## src/rtl/can_tx_scheduler.sv

```systemverilog
// CAN transmit scheduler: NUM_SLOTS mailboxes. The lowest pending ID is handed to the
// bit stuffer. The block then waits for done or a timeout and holds an inter-frame gap.
module can_tx_scheduler #(
  parameter int NUM_SLOTS      = 4,
  parameter int GAP_CYCLES     = 16,
  parameter int TIMEOUT_CYCLES = 200000
) (
  input  logic                         clock_i,
  input  logic                         reset_i,
  input  logic                         wr_en_i,
  input  logic [$clog2(NUM_SLOTS)-1:0] wr_slot_i,
  input  logic [10:0]                  wr_id_i,
  input  logic [31:0]                  wr_data_i,
  output logic                         wr_reject_o,
  output logic [NUM_SLOTS-1:0]         pending_o,
  output logic                         busy_o,
  output logic                         sent_o,
  output logic                         timeout_o,
  output logic [$clog2(NUM_SLOTS)-1:0] result_slot_o,
  output logic [31:0]                  stf_data_o,
  output logic [10:0]                  stf_msg_id_o,
  output logic                         stf_start_o,
  input  logic                         stf_done_i
);
  localparam int SW = $clog2(NUM_SLOTS);
  localparam int TW = $clog2(TIMEOUT_CYCLES + 1);
  localparam int GW = $clog2(GAP_CYCLES + 1);

  typedef enum logic [1:0] {S_IDLE, S_START, S_WAIT, S_GAP} state_t;

  state_t               state_q;
  logic [10:0]          id_q   [NUM_SLOTS];
  logic [31:0]          data_q [NUM_SLOTS];
  logic [NUM_SLOTS-1:0] pending_q, pending_d;
  logic [SW-1:0]        act_q, res_q;
  logic [TW-1:0]        tcnt_q;
  logic [GW-1:0]        gcnt_q;
  logic [31:0]          stf_data_q;
  logic [10:0]          stf_id_q;
  logic                 start_q, sent_q, to_q, rej_q;

  logic                 in_flight_hit, wr_ok, win_vld;
  logic [SW-1:0]        win_slot;
  logic [10:0]          win_id;

  assign in_flight_hit = (state_q == S_START || state_q == S_WAIT) && (wr_slot_i == act_q);
  assign wr_ok         = wr_en_i && !in_flight_hit && (32'(wr_slot_i) < NUM_SLOTS);

  // Strict less-than keeps the lowest slot index on an ID tie.
  always_comb begin
    win_vld  = 1'b0;
    win_slot = '0;
    win_id   = '1;
    for (int i = 0; i < NUM_SLOTS; i++) begin
      if (pending_q[i] && (!win_vld || id_q[i] < win_id)) begin
        win_vld  = 1'b1;
        win_slot = SW'(i);
        win_id   = id_q[i];
      end
    end
  end

  always_comb begin
    pending_d = pending_q;
    if (state_q == S_WAIT && stf_done_i) pending_d[act_q] = 1'b0;
    if (wr_ok) pending_d[wr_slot_i] = 1'b1;
  end

  always_ff @(posedge clock_i) begin
    if (wr_ok) begin
      id_q[wr_slot_i]   <= wr_id_i;
      data_q[wr_slot_i] <= wr_data_i;
    end
  end

  always_ff @(posedge clock_i) begin
    if (reset_i) begin
      state_q    <= S_IDLE;
      pending_q  <= '0;
      act_q      <= '0;
      res_q      <= '0;
      tcnt_q     <= '0;
      gcnt_q     <= '0;
      stf_data_q <= '0;
      stf_id_q   <= '0;
      start_q    <= 1'b0;
      sent_q     <= 1'b0;
      to_q       <= 1'b0;
      rej_q      <= 1'b0;
    end else begin
      start_q   <= 1'b0;
      sent_q    <= 1'b0;
      to_q      <= 1'b0;
      rej_q     <= wr_en_i && in_flight_hit;
      pending_q <= pending_d;
      case (state_q)
        S_IDLE: if (win_vld) begin
          stf_id_q   <= win_id;
          stf_data_q <= data_q[win_slot];
          act_q      <= win_slot;
          start_q    <= 1'b1;
          state_q    <= S_START;
        end
        S_START: begin
          tcnt_q  <= TW'(TIMEOUT_CYCLES);
          state_q <= S_WAIT;
        end
        // Done has priority over expiry; a timed-out slot stays pending for retry.
        S_WAIT: if (stf_done_i) begin
          sent_q  <= 1'b1;
          res_q   <= act_q;
          gcnt_q  <= GW'(GAP_CYCLES - 1);
          state_q <= S_GAP;
        end else if (tcnt_q == TW'(1)) begin
          to_q    <= 1'b1;
          res_q   <= act_q;
          gcnt_q  <= GW'(GAP_CYCLES - 1);
          state_q <= S_GAP;
        end else begin
          tcnt_q <= tcnt_q - TW'(1);
        end
        S_GAP: if (gcnt_q == '0) state_q <= S_IDLE;
               else gcnt_q <= gcnt_q - GW'(1);
        default: state_q <= S_IDLE;
      endcase
    end
  end

  assign wr_reject_o   = rej_q;
  assign pending_o     = pending_q;
  assign busy_o        = (state_q != S_IDLE);
  assign sent_o        = sent_q;
  assign timeout_o     = to_q;
  assign result_slot_o = res_q;
  assign stf_data_o    = stf_data_q;
  assign stf_msg_id_o  = stf_id_q;
  assign stf_start_o   = start_q;
endmodule

```

## config.mk

```make
export PLATFORM = sky130hd
export DESIGN_NAME = can_tx_scheduler
export DESIGN_NICKNAME = d
export VERILOG_FILES = /design/src/rtl/can_tx_scheduler.sv
export SDC_FILE = /design/constraint.sdc
export NUM_CORES = 1
export LEC_CHECK = 0
export CAP_MARGIN = 20
export CORE_MARGIN = 5
export CORE_UTILIZATION = 25
export CTS_BUF_LIST = sky130_fd_sc_hd__clkbuf_8
export DETAILED_ROUTE_END_ITERATION = 8
export GPL_ROUTABILITY_DRIVEN = 0
export PLACE_DENSITY = 0.39
export SETUP_SLACK_MARGIN = 0.4
export SLEW_MARGIN = 0
export SYNTH_ARGS = -nofsm -noshare
export SYNTH_HDL_FRONTEND = slang
export SYNTH_SLANG_ARGS = --single-unit
```

## constraint.sdc

```tcl
create_clock -name clock_i -period 6.6 [get_ports clock_i]
set_input_delay 0.66 -clock clock_i [delete_from_list [all_inputs] [get_ports clock_i]]
set_output_delay 0.66 -clock clock_i [all_outputs]
set_load 0.01 [all_outputs]
```

# Word-level counts from Yosys, hierarchy flattened
# Memories as Yosys holds them, arrays and structs flattened. A register that Yosys moved wholly into a read port is not among the register bits.
# Cells that the tools add are included.
[totals] ram_bits=172 input_bits=49 n_memories=2 ff_bits=48 out_inout_bits=54 wordCells=105
[classes] mux=36 eq_ne=11 magnitude_cmp=7 n_addsub=2 n_reduce_logical=31 bitwise=5
[mem_list] memory="data_q" words=4 width=32 read_ports=1 rd_ports_with_merged_regs=1 write_ports=1 line="33" text="logic [31:0] data_q [NUM_SLOTS];"
[mem_list] memory="id_q" words=4 width=11 read_ports=4 rd_ports_with_merged_regs=0 write_ports=1 line="32" text="logic [10:0] id_q [NUM_SLOTS];"
[ops] cell="$mux 11" n=4
[ops] cell="$mux 18" n=2
[ops] cell="$pmux 18 s2" n=1
[ops] cell="$lt 11x11->1" n=3
[ops] cell="$eq 18x1->1 const B" n=1
[ops] cell="$sub 18x1->18 const B" n=1
[ops] cell="$mux 2" n=8
[ops] cell="$mux 5" n=3
[ops] cell="$mux 1" n=12
[ops] cell="$ne 2x2->1 const B" n=5
[ops] cell="$pmux 5 s2" n=1
[ops] cell="$logic_and 1x1->1" n=9
[ops] cell="$reduce_and 3->1" n=3
[ops] cell="$mux 4" n=2
[ops] cell="$pmux 2 s4" n=1
[ops] cell="$reduce_bool 2->1" n=4
[ops] cell="$lt 2x3->1 const B" n=2
[ops] cell="$logic_not 5->1" n=1
[ops] cell="$sub 5x1->5 const B" n=1
[ops] cell="$and 4x4->4" n=1
[ops] cell="$demux 1 s2" n=2
[ops] cell="$eq 2x2->1 const B" n=2
[ops] cell="$ge 2x1->1 const B" n=2
[ops] cell="$logic_not 1->1" n=4
[ops] cell="other kinds (11)" n=17

# Longest topological paths before layout
# Gate-level depths: netlist of run 1.
# An unclocked memory read counts as a cell.
[logic_depth] ltp_word=16 depth_mapped=29 ltp_nobuf=25

# Worst setup path before layout of run 1
# OpenSTA, ideal clock, no wires.
[synth_path] path_kind="reg2reg" startpoint="register pending_q[0], in the netlist pending_o[0]" endpoint="register stf_data_q[11], in the netlist stf_data_o[11], read port of data_q" stages_incl_launch_ff=29 synth_period_minus_slack_ns=5.972 path_slack_ns=0.628 t_required_ns=6.478 setup_time_ns=0.122 arrival_ns=5.850 path_buffers=4 path_cell_list="dfxtp_1 -> inv_1 -> clkbuf_1 -> nor2_1 -> ha_1 -> nand4_1 -> nor3_1 -> o21ai_2 -> a32oi_2 -> clkbuf_1 -> o22ai_1 -> ha_1 -> a21o_1 -> a211oi_1 -> a32o_1 -> a32o_1 -> clkbuf_1 -> nor2_1 -> nor2_1 -> ha_1 -> a21o_1 -> a211oi_1 -> o21bai_1 -> a31oi_2 -> o2111a_1 -> mux2_2 -> nor2_2 -> buf_6 -> o311a_1"
[synth_via] elab_chain_cells=14 elab_cells_between_ends=23 classes_between="3 x order compare; 10 x mux; 10 x reduce/logical"
[synth_rtl] element="from (decl)" line="34" text="logic [NUM_SLOTS-1:0] pending_q, pending_d;"
[synth_rtl] element="from (signal assigned)" line="95" text="pending_q <= pending_d;"
[synth_rtl] element="$mux 11 / $mux 1 (equally long branches)" line="55" text="if (pending_q[i] && (!win_vld || id_q[i] < win_id)) begin"
[synth_rtl] element="$lt 11x11->1 / $logic_not 1->1 (equally long branches)" line="55"
[synth_rtl] element="$logic_or 1x1->1" line="55"
[synth_rtl] element="$logic_and 1x1->1" line="55"
[synth_rtl] element="$mux 11 / $mux 1 (equally long branches)" line="55"
[synth_rtl] element="$lt 11x11->1 / $logic_not 1->1 (equally long branches)" line="55"
[synth_rtl] element="$logic_or 1x1->1" line="55"
[synth_rtl] element="$logic_and 1x1->1" line="55"
[synth_rtl] element="$mux 11 / $mux 1 (equally long branches)" line="55"
[synth_rtl] element="$lt 11x11->1 / $logic_not 1->1 (equally long branches)" line="55"
[synth_rtl] element="$logic_or 1x1->1" line="55"
[synth_rtl] element="$logic_and 1x1->1" line="55"
[synth_rtl] element="$mux 1" line="55"
[synth_rtl] element="$reduce_and 2->1 (no source line)"
[synth_rtl] element="to (decl)" line="38" text="logic [31:0] stf_data_q;"
# Several ways; a longest one is shown, not always the timed one.
# A chain may end at the register's enable or synchronous reset.

# Worst setup path after layout of run 1
[layout_path] startpoint="register pending_q[0], in the netlist pending_o[0]" endpoint="register stf_data_q[23], in the netlist stf_data_o[23], read port of data_q"
# The elaborated chain is that of the path after synthesis.

==> results.md, run 1 <==
- Outcome: finished, final reports clean
- Adder-Cell Fraction of Synth Area: 0.04385
- Synth Area in Simple Gates: 0.1233
- DR iter-0 viols: 319
- PD cells: 355.0 nW/µm²
- Wire per inst: 19.06 µm
- Vias/cell: 4.535
- Crit end category: flop
- Clock skew: 0.02492 ns
- I/O Buffers: 102
- Residual DRC: 0
- Synth Area in Compound Gates: 0.1004
- Vias: 7346
- Clk sink count: 252
- Std-Cell Rows: 76
- Setup TNS: 0 ns
- Slowest stage delay, CP: 0.37 ns
- Final setup margin: 0.7842 ns
- Root Buffer: clkbuf_8
- Cell variety after synth: 63
- Clk slew on worst S/H paths: 0.06 ns
- Final Util: 0.3218
- Final period util: 0.8812
- Clock buffer count from CTS: 47
- Die area: 47630 µm²
- Final slew viol count: 0
- Crit path DAT: 6.28 ns
- Hold Fails Final Rpt: 0
- Max Fclk: 171.9 MHz
- Final WL: 30880 µm
- Max-cap viol count: 0
- Synth async-reset ratio: 0
- Finished Cell Area: 13830 µm²
- CP Class: flop to flop
- Initial Util: 0.2522
- Final Setup Violations: 0
- CP delay by family, top: compound AO/OA/AOI/OAI gates
- H-tree level count: 2
- Largest net degree at the start of global routing: 80
- Critical Path RT: 7.07 ns
- Post-synthesis mux area share: 0.06947
- TritonCTS clock tree: built
- Max Fanout on Critical Path: 11
- Fraction of layout cells with a size suffix above 1: 0.1702
- DR pass1 iterations: 4
- RSZ-0062 raised after global routing: false
- Number of synthesized register bits: 252
- Fin crit period: 5.816 ns
- Layout net count: 1085
- Core area: 42980 µm²
- Avg Cell Area, Syn: 12.80 µm²
- Most frequent cells in the layout: 172 x edfxtp_1, 126 x nor2_1, 101 x clkdlybuf4s50_1
- Crit start category: flop
- Largest family of logic cells by synthesized area: simple AND/OR/NAND/NOR gates
- Placed Area: 12760 µm²
- Max Root-Sink Buffers: 3
- Die span in y: 218.2 µm
- First-pass GRT wire length: 46690 µm
- Post-synthesis sequential area ratio: 0.6241
- Worst vdd ir: 0.0001808 V
- Synth Area in XOR/XNOR: 0.01454
- P_leak: 4.985 nW
- Most common cell after layout, fill and taps aside: edfxtp_1
- Headroom to the max-slew limit: 0.3766
- Synthesis warning total: 0
- Post-synth top flop: edfxtp_1
- Synth-to-layout area growth: 27.58%
- Later-pin clock latency in the skew report: 0.60 ns
- Grt total ovfl: 0
- Worst slack, placed: 0.3968 ns
- GRT Overall Usage: 0.1278
- Worst hold-check path type: flop to flop
- Post-synth EDFFs: 172
- Slowest-stage cell, CP: dfxtp_1
- Die X: 218.2 µm
- Synthesized area: 10840 µm²
- Post-DP HPWL: 19280 µm
- IO Pins: 103
- Vias in the first global route: 7648
- Actual slew at the worst max-slew pin: 0.9317 ns
- Initial antenna violation count: 3
- Tot Pwr: 4.910 mW
- Post-DRT Antenna Nets: 0
- Worst Path Buf+Inv: 4
- Syn Inst Count: 847
- Syn Nets: 934
-- logic make-up (layout without fill, tap and decap cells) --
logic type / Yosys count / after routing
flops: 252 / 252
buf+inv: 62 / 249
simple gates: 267 / 267
xor+xnor: 18 / 18
compound gates: 139 / 139
mux: 71 / 71
other cells: 0 / 1
fa+ha+maj: 38 / 38
-- power by group --
| group | switching, mW | leakage (nW) | internal, mW | total (mW) |
|---|---|---|---|---|
| clock network | 0.672 | 0.548 | 0.803 | 1.47 |
| registers | 0.161 | 2.23 | 1.91 | 2.07 |
| logic | 0.746 | 2.20 | 0.616 | 1.36 |
-- synthesized netlist by cell type (10+ instances only) --
cell type,n,area [µm²]
o22ai_1,11,68.82
xnor2_1,11,96.34
mux2_2,34,382.9
nor3_1,15,75.07
and2_1,12,75.07
nand2_1,17,63.81
mux2i_1,37,370.4
o2111ai_1,10,87.58
edfxtp_1,172,5165
nor2_1,129,484.2
ha_1,38,475.5
o311a_1,32,320.3
dfxtp_1,80,1602
a21oi_1,21,105.1
clkbuf_1,38,142.6
nand4_1,37,231.5
nand3b_1,22,165.2
o211ai_1,12,90.09
inv_1,13,48.80
o21ai_0,16,80.08
-- metal layers --
layer	vias up	wire length, µm	track usage
met1	3572	14250	0.1658
met5	-	25	0
met2	165	14540	0.2093
li1	3545	-	-
met4	4	769	0.04459
met3	60	1296	0.03089
-- stage by stage --
step           hold slack [ns]  instances
3_3_place_gp            0.4818       1522
2_1_floorplan           0.4608        847
4_1_cts                 0.4902       1609
5_1_grt                 0.5005       1619
6_report                0.4918       1620
3_5_place_dp            0.4838       1523
-- path summary, 6_finish.rpt --
check / from / to / slack (ns) / depth (start not counted)
setup / recovery: pending_o[0]$_SDFF_PP0_ / stf_data_o[23]$_SDFFE_PP0P_ / 0.78 / 28
hold / removal: data_q[3][13]$_DFFE_PP_ / stf_data_o[13]$_SDFFE_PP0P_ / 0.49 / 1
setup reg to reg: pending_o[0]$_SDFF_PP0_ / stf_data_o[23]$_SDFFE_PP0P_ / 0.78 / 28
hold reg to reg: data_q[3][13]$_DFFE_PP_ / stf_data_o[13]$_SDFFE_PP0P_ / 0.49 / 1
-- what timing repair did --
item                       4_1_cts  5_1_grt
setup endpoints to repair        4       44
buffers inserted                 1       10
hold buffers                     0        0
gates resized for setup          0       15
pin swaps                        1        3
-- area by class of cell --
| class | instances | area (µm²) |
|---|---|---|
| timing repair buffer | 151 | 1409 |
| clock inverter | 33 | 203.9 |
| inverter | 13 | 52.55 |
| antenna | 1 | 2.502 |
| tap | 585 | 732.0 |
| clock buffer | 52 | 715.7 |
| multi-input combinational | 533 | 3950 |
| sequential | 252 | 6766 |
| fill | 4468 | 29150 |
-- flip-flops by register name, indices dropped and copies added, names as in the netlist --
| name | flops |
|---|---|
| act_q | 2 |
| stf_data_o | 32 |
| tcnt_q | 18 |
| data_q | 128 |
| gcnt_q | 5 |
| id_q | 44 |
| timeout_o | 1 |
| wr_reject_o | 1 |
| result_slot_o | 2 |
| stf_msg_id_o | 11 |
| stf_start_o | 1 |
| state_q | 2 |
| sent_o | 1 |
| pending_o | 4 |
Note: power is estimated with default switching activity, not from simulation.
==> run 2: changes to the inputs <==
==> constraint.sdc (replaced) <==
create_clock -name clock_i -period 6.6 [get_ports clock_i]
set_input_delay 0.99 -clock clock_i [delete_from_list [all_inputs] [get_ports clock_i]]
set_output_delay 0.99 -clock clock_i [all_outputs]
set_load 0.01 [all_outputs]
==> results.md, run 2 (synthesis gave the netlist of run 1 again) <==
- Outcome: finished, final reports clean
- Final WL: 31190 µm (+1.0%)
- Max FFs per register: 128 (unchanged)
- Post-DP HPWL: 19350 µm (+0.38%)
- Max-cap viol count: 0 (unchanged)
- Fin crit period: 5.822 ns (+0.006441 ns)
- Synth-to-layout area growth: 26.73%
- Fraction of layout cells with a size suffix above 1: 0.1617 (-0.008548)
- Reg2reg setup slack: 0.78 ns (about the same)
- Crit path DAT: 6.30 ns (+0.02 ns)
- Clock skew: 0.01683 ns (-0.008086 ns)
- Crit start category: flop
- Final slew viol count: 0 (unchanged)
- Die X: 218.2 µm (unchanged)
- RSZ-0062 raised after global routing: false
- GRT Overall Usage: 0.1278 (about the same)
- Headroom to the max-slew limit: 0.3725 (-0.004127)
- Root Buffer: clkbuf_8
- Largest net degree at the start of global routing: 80 (unchanged)
- R2r endpoint: stf_data_o[24]$_SDFFE_PP0P_
- Vias/cell: 4.517 (-0.39%)
- Grt total ovfl: 0 (unchanged)
- Clk slew on worst S/H paths: 0.06 ns (about the same)
- Max Fclk: 171.8 MHz (-0.11%)
- DR iter-0 viols: 364 (+14%)
- Std-Cell Rows: 76 (unchanged)
- Hold Path Sink: stf_data_o[21]$_SDFFE_PP0P_
- Biggest register: data_q
- Vias: 7317 (-0.39%)
- Most frequent cells in the layout: 172 x edfxtp_1, 128 x nor2_1, 101 x clkdlybuf4s50_1
- Crit end category: flop
- Residual DRC: 0 (unchanged)
- Cells after DPL: 1523 (unchanged)
- # hold bufs at CTS: 0 (unchanged)
- IO Pins: 103 (unchanged)
- Initial Util: 0.2522 (unchanged)
- Setup TNS: 0 ns (unchanged)
- Critical Path RT: 7.08 ns (about the same)
- Clk sink count: 252 (unchanged)
- Later-pin clock latency in the skew report: 0.61 ns (about the same)
- P_leak: 4.930 nW (-1.1%)
- I/O Buffers: 102 (unchanged)
- Vias in the first global route: 7574 (-0.97%)
- Initial antenna violation count: 2 (-1)
- Post-DRT Antenna Nets: 0 (unchanged)
- Core area: 42980 µm² (unchanged)
- R2R depth: 27 (-3.6%)
- Final Setup Violations: 0 (unchanged)
- Hold Fails Final Rpt: 0 (unchanged)
- Max Fanout on Critical Path: 10 (-1)
- Finished Layout Cells: 1620 (unchanged)
- Layout net count: 1081 (-0.37%)
- Die span in y: 218.2 µm (unchanged)
- Worst hold-check path type: flop to flop
- Critical R2R Launch: pending_o[0]$_SDFF_PP0_
- Max Root-Sink Buffers: 3 (unchanged)
- Final period util: 0.8822 (+0.0009759)
- TritonCTS clock tree: built
- Most common cell after layout, fill and taps aside: edfxtp_1
- Clock buffer count from CTS: 47 (unchanged)
- DR pass1 iterations: 5 (+1)
- Die area: 47630 µm² (unchanged)
- Actual slew at the worst max-slew pin: 0.9378 ns (+0.006168 ns)
- First-pass GRT wire length: 46780 µm (+0.21%)
- PD cells: 352.2 nW/µm² (-0.79%)
- Hold Startpoint: data_q[3][21]$_DFFE_PP_
- H-tree level count: 2 (unchanged)
- Hold path depth: 1 (unchanged)
- CP Class: flop to flop
- Worst vdd ir: 0.0001382 V (-24%)
- Wire per inst: 19.25 µm (+1.0%)
run 2: cell types whose count changed in the layout (fill, tap and decap cells not counted), moves of 2 or more:
cell and delta:
buf_4 -6, clkinv_1 +4, bufinv_16 -2, inv_8 +2, nor2_1 +2, nor2_2 -2
run 2: per-stage QoR:
stage / utilization / power [mW] / area, µm² / hold slack [ns] / setup WS, ns
after floorplan: - / 2.889 / 10840 / 0.4608 / 0.6283
after global placement: 0.2965 / 3.471 / 12740 / 0.4817 / 0.1538
after detailed placement: 0.2969 / 3.472 / 12760 / 0.4805 / 0.5118
after CTS: 0.3173 / 4.932 / 13640 / 0.4901 / 0.4723
after global routing: 0.3195 / 5.155 / 13730 / 0.5092 / 0.3753
final: 0.3197 / 4.839 / 13740 / 0.4946 / 0.7778
run 2: area by class of cell:
type | instances | area (µm²)
Fill cell | 4396 | 29240
Sequential cell | 252 | 6768
Multi-Input combinational cell | 534 | 3938
Timing Repair Buffer | 145 | 1364
Tap cell | 585 | 732.0
Clock buffer | 52 | 715.7
Clock inverter | 36 | 160.2
Inverter | 13 | 52.55
Timing Repair inverter | 1 | 5.005
Antenna cell | 2 | 5.005
run 2: worst max-delay path, stage by stage, from the launching register on:
cell and delay, ns:
dfxtp_2 0.37, clkinvlp_4 0.16, buf_4 0.19, nor2_1 0.10
ha_1 0.25, a21oi_1 0.16, o21ai_0 0.11, nand2b_1 0.24
a31o_4 0.28, o22ai_1 0.13, ha_1 0.31, nand2_1 0.08
o211a_1 0.22, a22oi_1 0.23, nor2_1 0.10, a32o_1 0.31
buf_4 0.17, nor2_1 0.16, nor2_1 0.08, ha_1 0.29
a21o_1 0.19, a221o_1 0.37, a31oi_4 0.20, o2111a_2 0.27
mux2_2 0.19, nor2_4 0.05, buf_4 0.19, o311a_1 0.29
run 2: worst max path at each step:
stage               slack [ns]                    start                             to
floorplan                 0.63  pending_o[0]$_SDFF_PP0_    stf_data_o[11]$_SDFFE_PP0P_
global placement          0.15  pending_o[0]$_SDFF_PP0_   stf_msg_id_o[4]$_SDFFE_PP0P_
detailed placement        0.51  pending_o[0]$_SDFF_PP0_   stf_msg_id_o[3]$_SDFFE_PP0P_
CTS                       0.47  pending_o[0]$_SDFF_PP0_  stf_msg_id_o[10]$_SDFFE_PP0P_
global route              0.38  pending_o[0]$_SDFF_PP0_   stf_msg_id_o[3]$_SDFFE_PP0P_
finish                    0.78  pending_o[0]$_SDFF_PP0_    stf_data_o[24]$_SDFFE_PP0P_
run 2: repair_timing:
action / 4_1_cts / 5_1_grt
endpoints found under the setup margin: 0 / 42
gates resized for setup: 0 / 8
setup buffers: 0 / 5
hold endpoints to repair: 0 / 0
run 2: where the power goes:
group / internal, mW / leakage [nW] / total [mW] / switching [mW]
combinational: 0.612 / 2.16 / 1.35 / 0.741
sequential: 1.91 / 2.23 / 2.08 / 0.162
clock: 0.727 / 0.532 / 1.41 / 0.683
total: 3.25 / 4.93 / 4.84 / 1.59
run 2: metal layers:
layer | share of wire | vias up | GRT usage
li1 | - | 3556 | -
met1 | 0.47 | 3569 | 0.1695
met2 | 0.47 | 136 | 0.2081
met3 | 0.043 | 54 | 0.02951
met4 | 0.023 | 2 | 0.04019
met5 | 0.00042 | - | 0
==> run 3: changes to the inputs <==
GPL_ROUTABILITY_DRIVEN = default   (was 0)
RECOVER_POWER = 100   (was default)
==> results.md, run 3 (synthesis gave the netlist of run 1 again) <==
- Fin Hold WS: 0.4928 ns (-0.001791 ns)
- Post-DP HPWL: 19350 µm (unchanged)
- Vias: 7336 (+0.26%)
- Synth-to-layout area growth: 26.16%
- Largest net degree at the start of global routing: 80 (unchanged)
- GRT Overall Usage: 0.1278 (unchanged)
- Wire per inst: 19.24 µm (about the same)
- Failing checks: capacitance limit, slew limit
- Headroom to the max-slew limit: -1.124 (-1.497)
- Final WL: 31160 µm (about the same)
- Crit end category: flop
- Actual slew at the worst max-slew pin: 3.187 ns (+2.249 ns)
- Finished Layout Cells: 1620 (unchanged)
- Clock skew: 0.01674 ns (-0.00008830 ns)
- TritonCTS clock tree: built
- Final Setup Violations: 0 (unchanged)
- Die X: 218.2 µm (unchanged)
- Most frequent cells in the layout: 172 x edfxtp_1, 128 x nor2_1, 97 x dlygate4sd3_1
- Final slew viol count: 238 (+238)
- Clk sink count: 252 (unchanged)
- Critical Path RT: 7.08 ns (about the same)
- H-tree level count: 2 (unchanged)
- Most common cell after layout, fill and taps aside: edfxtp_1
- Worst hold-check path type: flop to flop
- Clock buffer count from CTS: 47 (unchanged)
- CP Class: flop to flop
- Worst vdd ir: 0.0001371 V (-0.74%)
- Tot Pwr: 4.785 mW (-1.1%)
- Crit. Startpoint: pending_o[0]$_SDFF_PP0_
- Die area: 47630 µm² (unchanged)
- P_leak: 5.043 nW (+2.3%)
- Global placement routability congestion: 0.7393
- RSZ-0062 raised after global routing: false
- Max Fclk: 166.8 MHz (-2.9%)
- Later-pin clock latency in the skew report: 0.61 ns (about the same)
- Hold Fails Final Rpt: 0 (unchanged)
- Critical R2R Launch: pending_o[0]$_SDFF_PP0_
- Hold Startpoint: data_q[3][21]$_DFFE_PP_
- Initial Util: 0.2522 (unchanged)
- Outcome: finished with violations
- Max Fanout on Critical Path: 10 (unchanged)
- Post-DRT Antenna Nets: 0 (unchanged)
- Fin crit period: 5.995 ns (+0.1732 ns)
- Worst Path Buf+Inv: 4 (unchanged)
- Biggest register: data_q
- IO Pins: 103 (unchanged)
- Final period util: 0.9084 (+0.02625)
- Max FFs per register: 128 (unchanged)
- Root Buffer: clkbuf_8
- # hold bufs at CTS: 0 (unchanged)
- Crit start category: flop
- Core area: 42980 µm² (unchanged)
- Final setup margin: 0.6046 ns (-0.1732 ns)
- Cells after DPL: 1523 (unchanged)
- Max Root-Sink Buffers: 3 (unchanged)
- First-pass GRT wire length: 46780 µm (unchanged)
- Clk slew on worst S/H paths: 0.06 ns (about the same)
- PD cells: 349.8 nW/µm² (-0.66%)
- Std-Cell Rows: 76 (unchanged)
- Grt total ovfl: 0 (unchanged)
- Worst slack, placed: 0.5118 ns (unchanged)
- I/O Buffers: 102 (unchanged)
- Vias/cell: 4.528 (+0.26%)
- Residual DRC: 0 (unchanged)
- CP delay by family, top: compound AO/OA/AOI/OAI gates
- Vias in the first global route: 7574 (unchanged)
- Setup TNS: 0 ns (unchanged)
- Fraction of layout cells with a size suffix above 1: 0.1462 (-0.01549)
- Initial antenna violation count: 5 (+3)
- Crit path DAT: 6.47 ns (+0.17 ns)
- DR iter-0 viols: 349 (-4.1%)
- Slowest-stage cell, CP: a32oi_4
- Layout net count: 1081 (unchanged)
- Max-cap viol count: 6 (+6)
- Die span in y: 218.2 µm (unchanged)
- DR pass1 iterations: 5 (unchanged)
- Slowest stage delay, CP: 0.39 ns (+0.02 ns)
[run 3: cell types whose count changed in the layout (fill, tap and decap cells not counted), sizes merged]
cell and delta:
buf -8, clkbuf +8, clkdlybuf4s50 -97, clkinv +1, dlygate4sd3 +97, inv -1
[run 3: metal layers]
layer / vias to the layer above / global-route usage / routed length [µm]
li1: 3562 / - / -
met1: 3582 / 0.1695 / 14450
met2: 136 / 0.2081 / 14530
met3: 54 / 0.02951 / 1467
met4: 2 / 0.04019 / 704
met5: - / 0 / 13
[run 3: repair_timing]
action	CTS	global route
setup endpoints to repair	0	42
resized for setup	0	8
setup buffers	0	5
[run 3: area by class of cell]
| cell class | count | area (µm²) |
|---|---|---|
| flip-flops and latches | 252 | 6768 |
| clock buffers | 52 | 715.7 |
| well taps | 585 | 732.0 |
| diodes | 2 | 5.005 |
| inverters | 13 | 50.05 |
| repair buffers | 145 | 1334 |
| clock inverters | 36 | 160.2 |
| repair inverters | 1 | 5.005 |
| multi-input cells | 534 | 3909 |
| fillers | 4410 | 29300 |
[run 3: stage by stage]
stage | util | cell area (µm²)
after floorplan | - | 10840
after detailed placement | 0.2969 | 12760
after global placement | 0.2965 | 12740
final | 0.3182 | 13680
after CTS | 0.3173 | 13640
after global routing | 0.3181 | 13670
[run 3: report_power, final]
group	total, mW	switching (mW)	internal (mW)	leakage [nW]
Clock	1.41	0.684	0.727	0.532
Combinational	1.30	0.737	0.563	2.28
Sequential	2.07	0.156	1.92	2.23
[run 3: final timing paths]
path | cells past startpoint | end | slack, ns
worst min-delay path | 1 | stf_data_o[21]$_SDFFE_PP0P_ | 0.49
worst max register to register | 27 | stf_data_o[24]$_SDFFE_PP0P_ | 0.60
worst max-delay path | 27 | stf_data_o[24]$_SDFFE_PP0P_ | 0.60
worst min register to register | 1 | stf_data_o[21]$_SDFFE_PP0P_ | 0.49
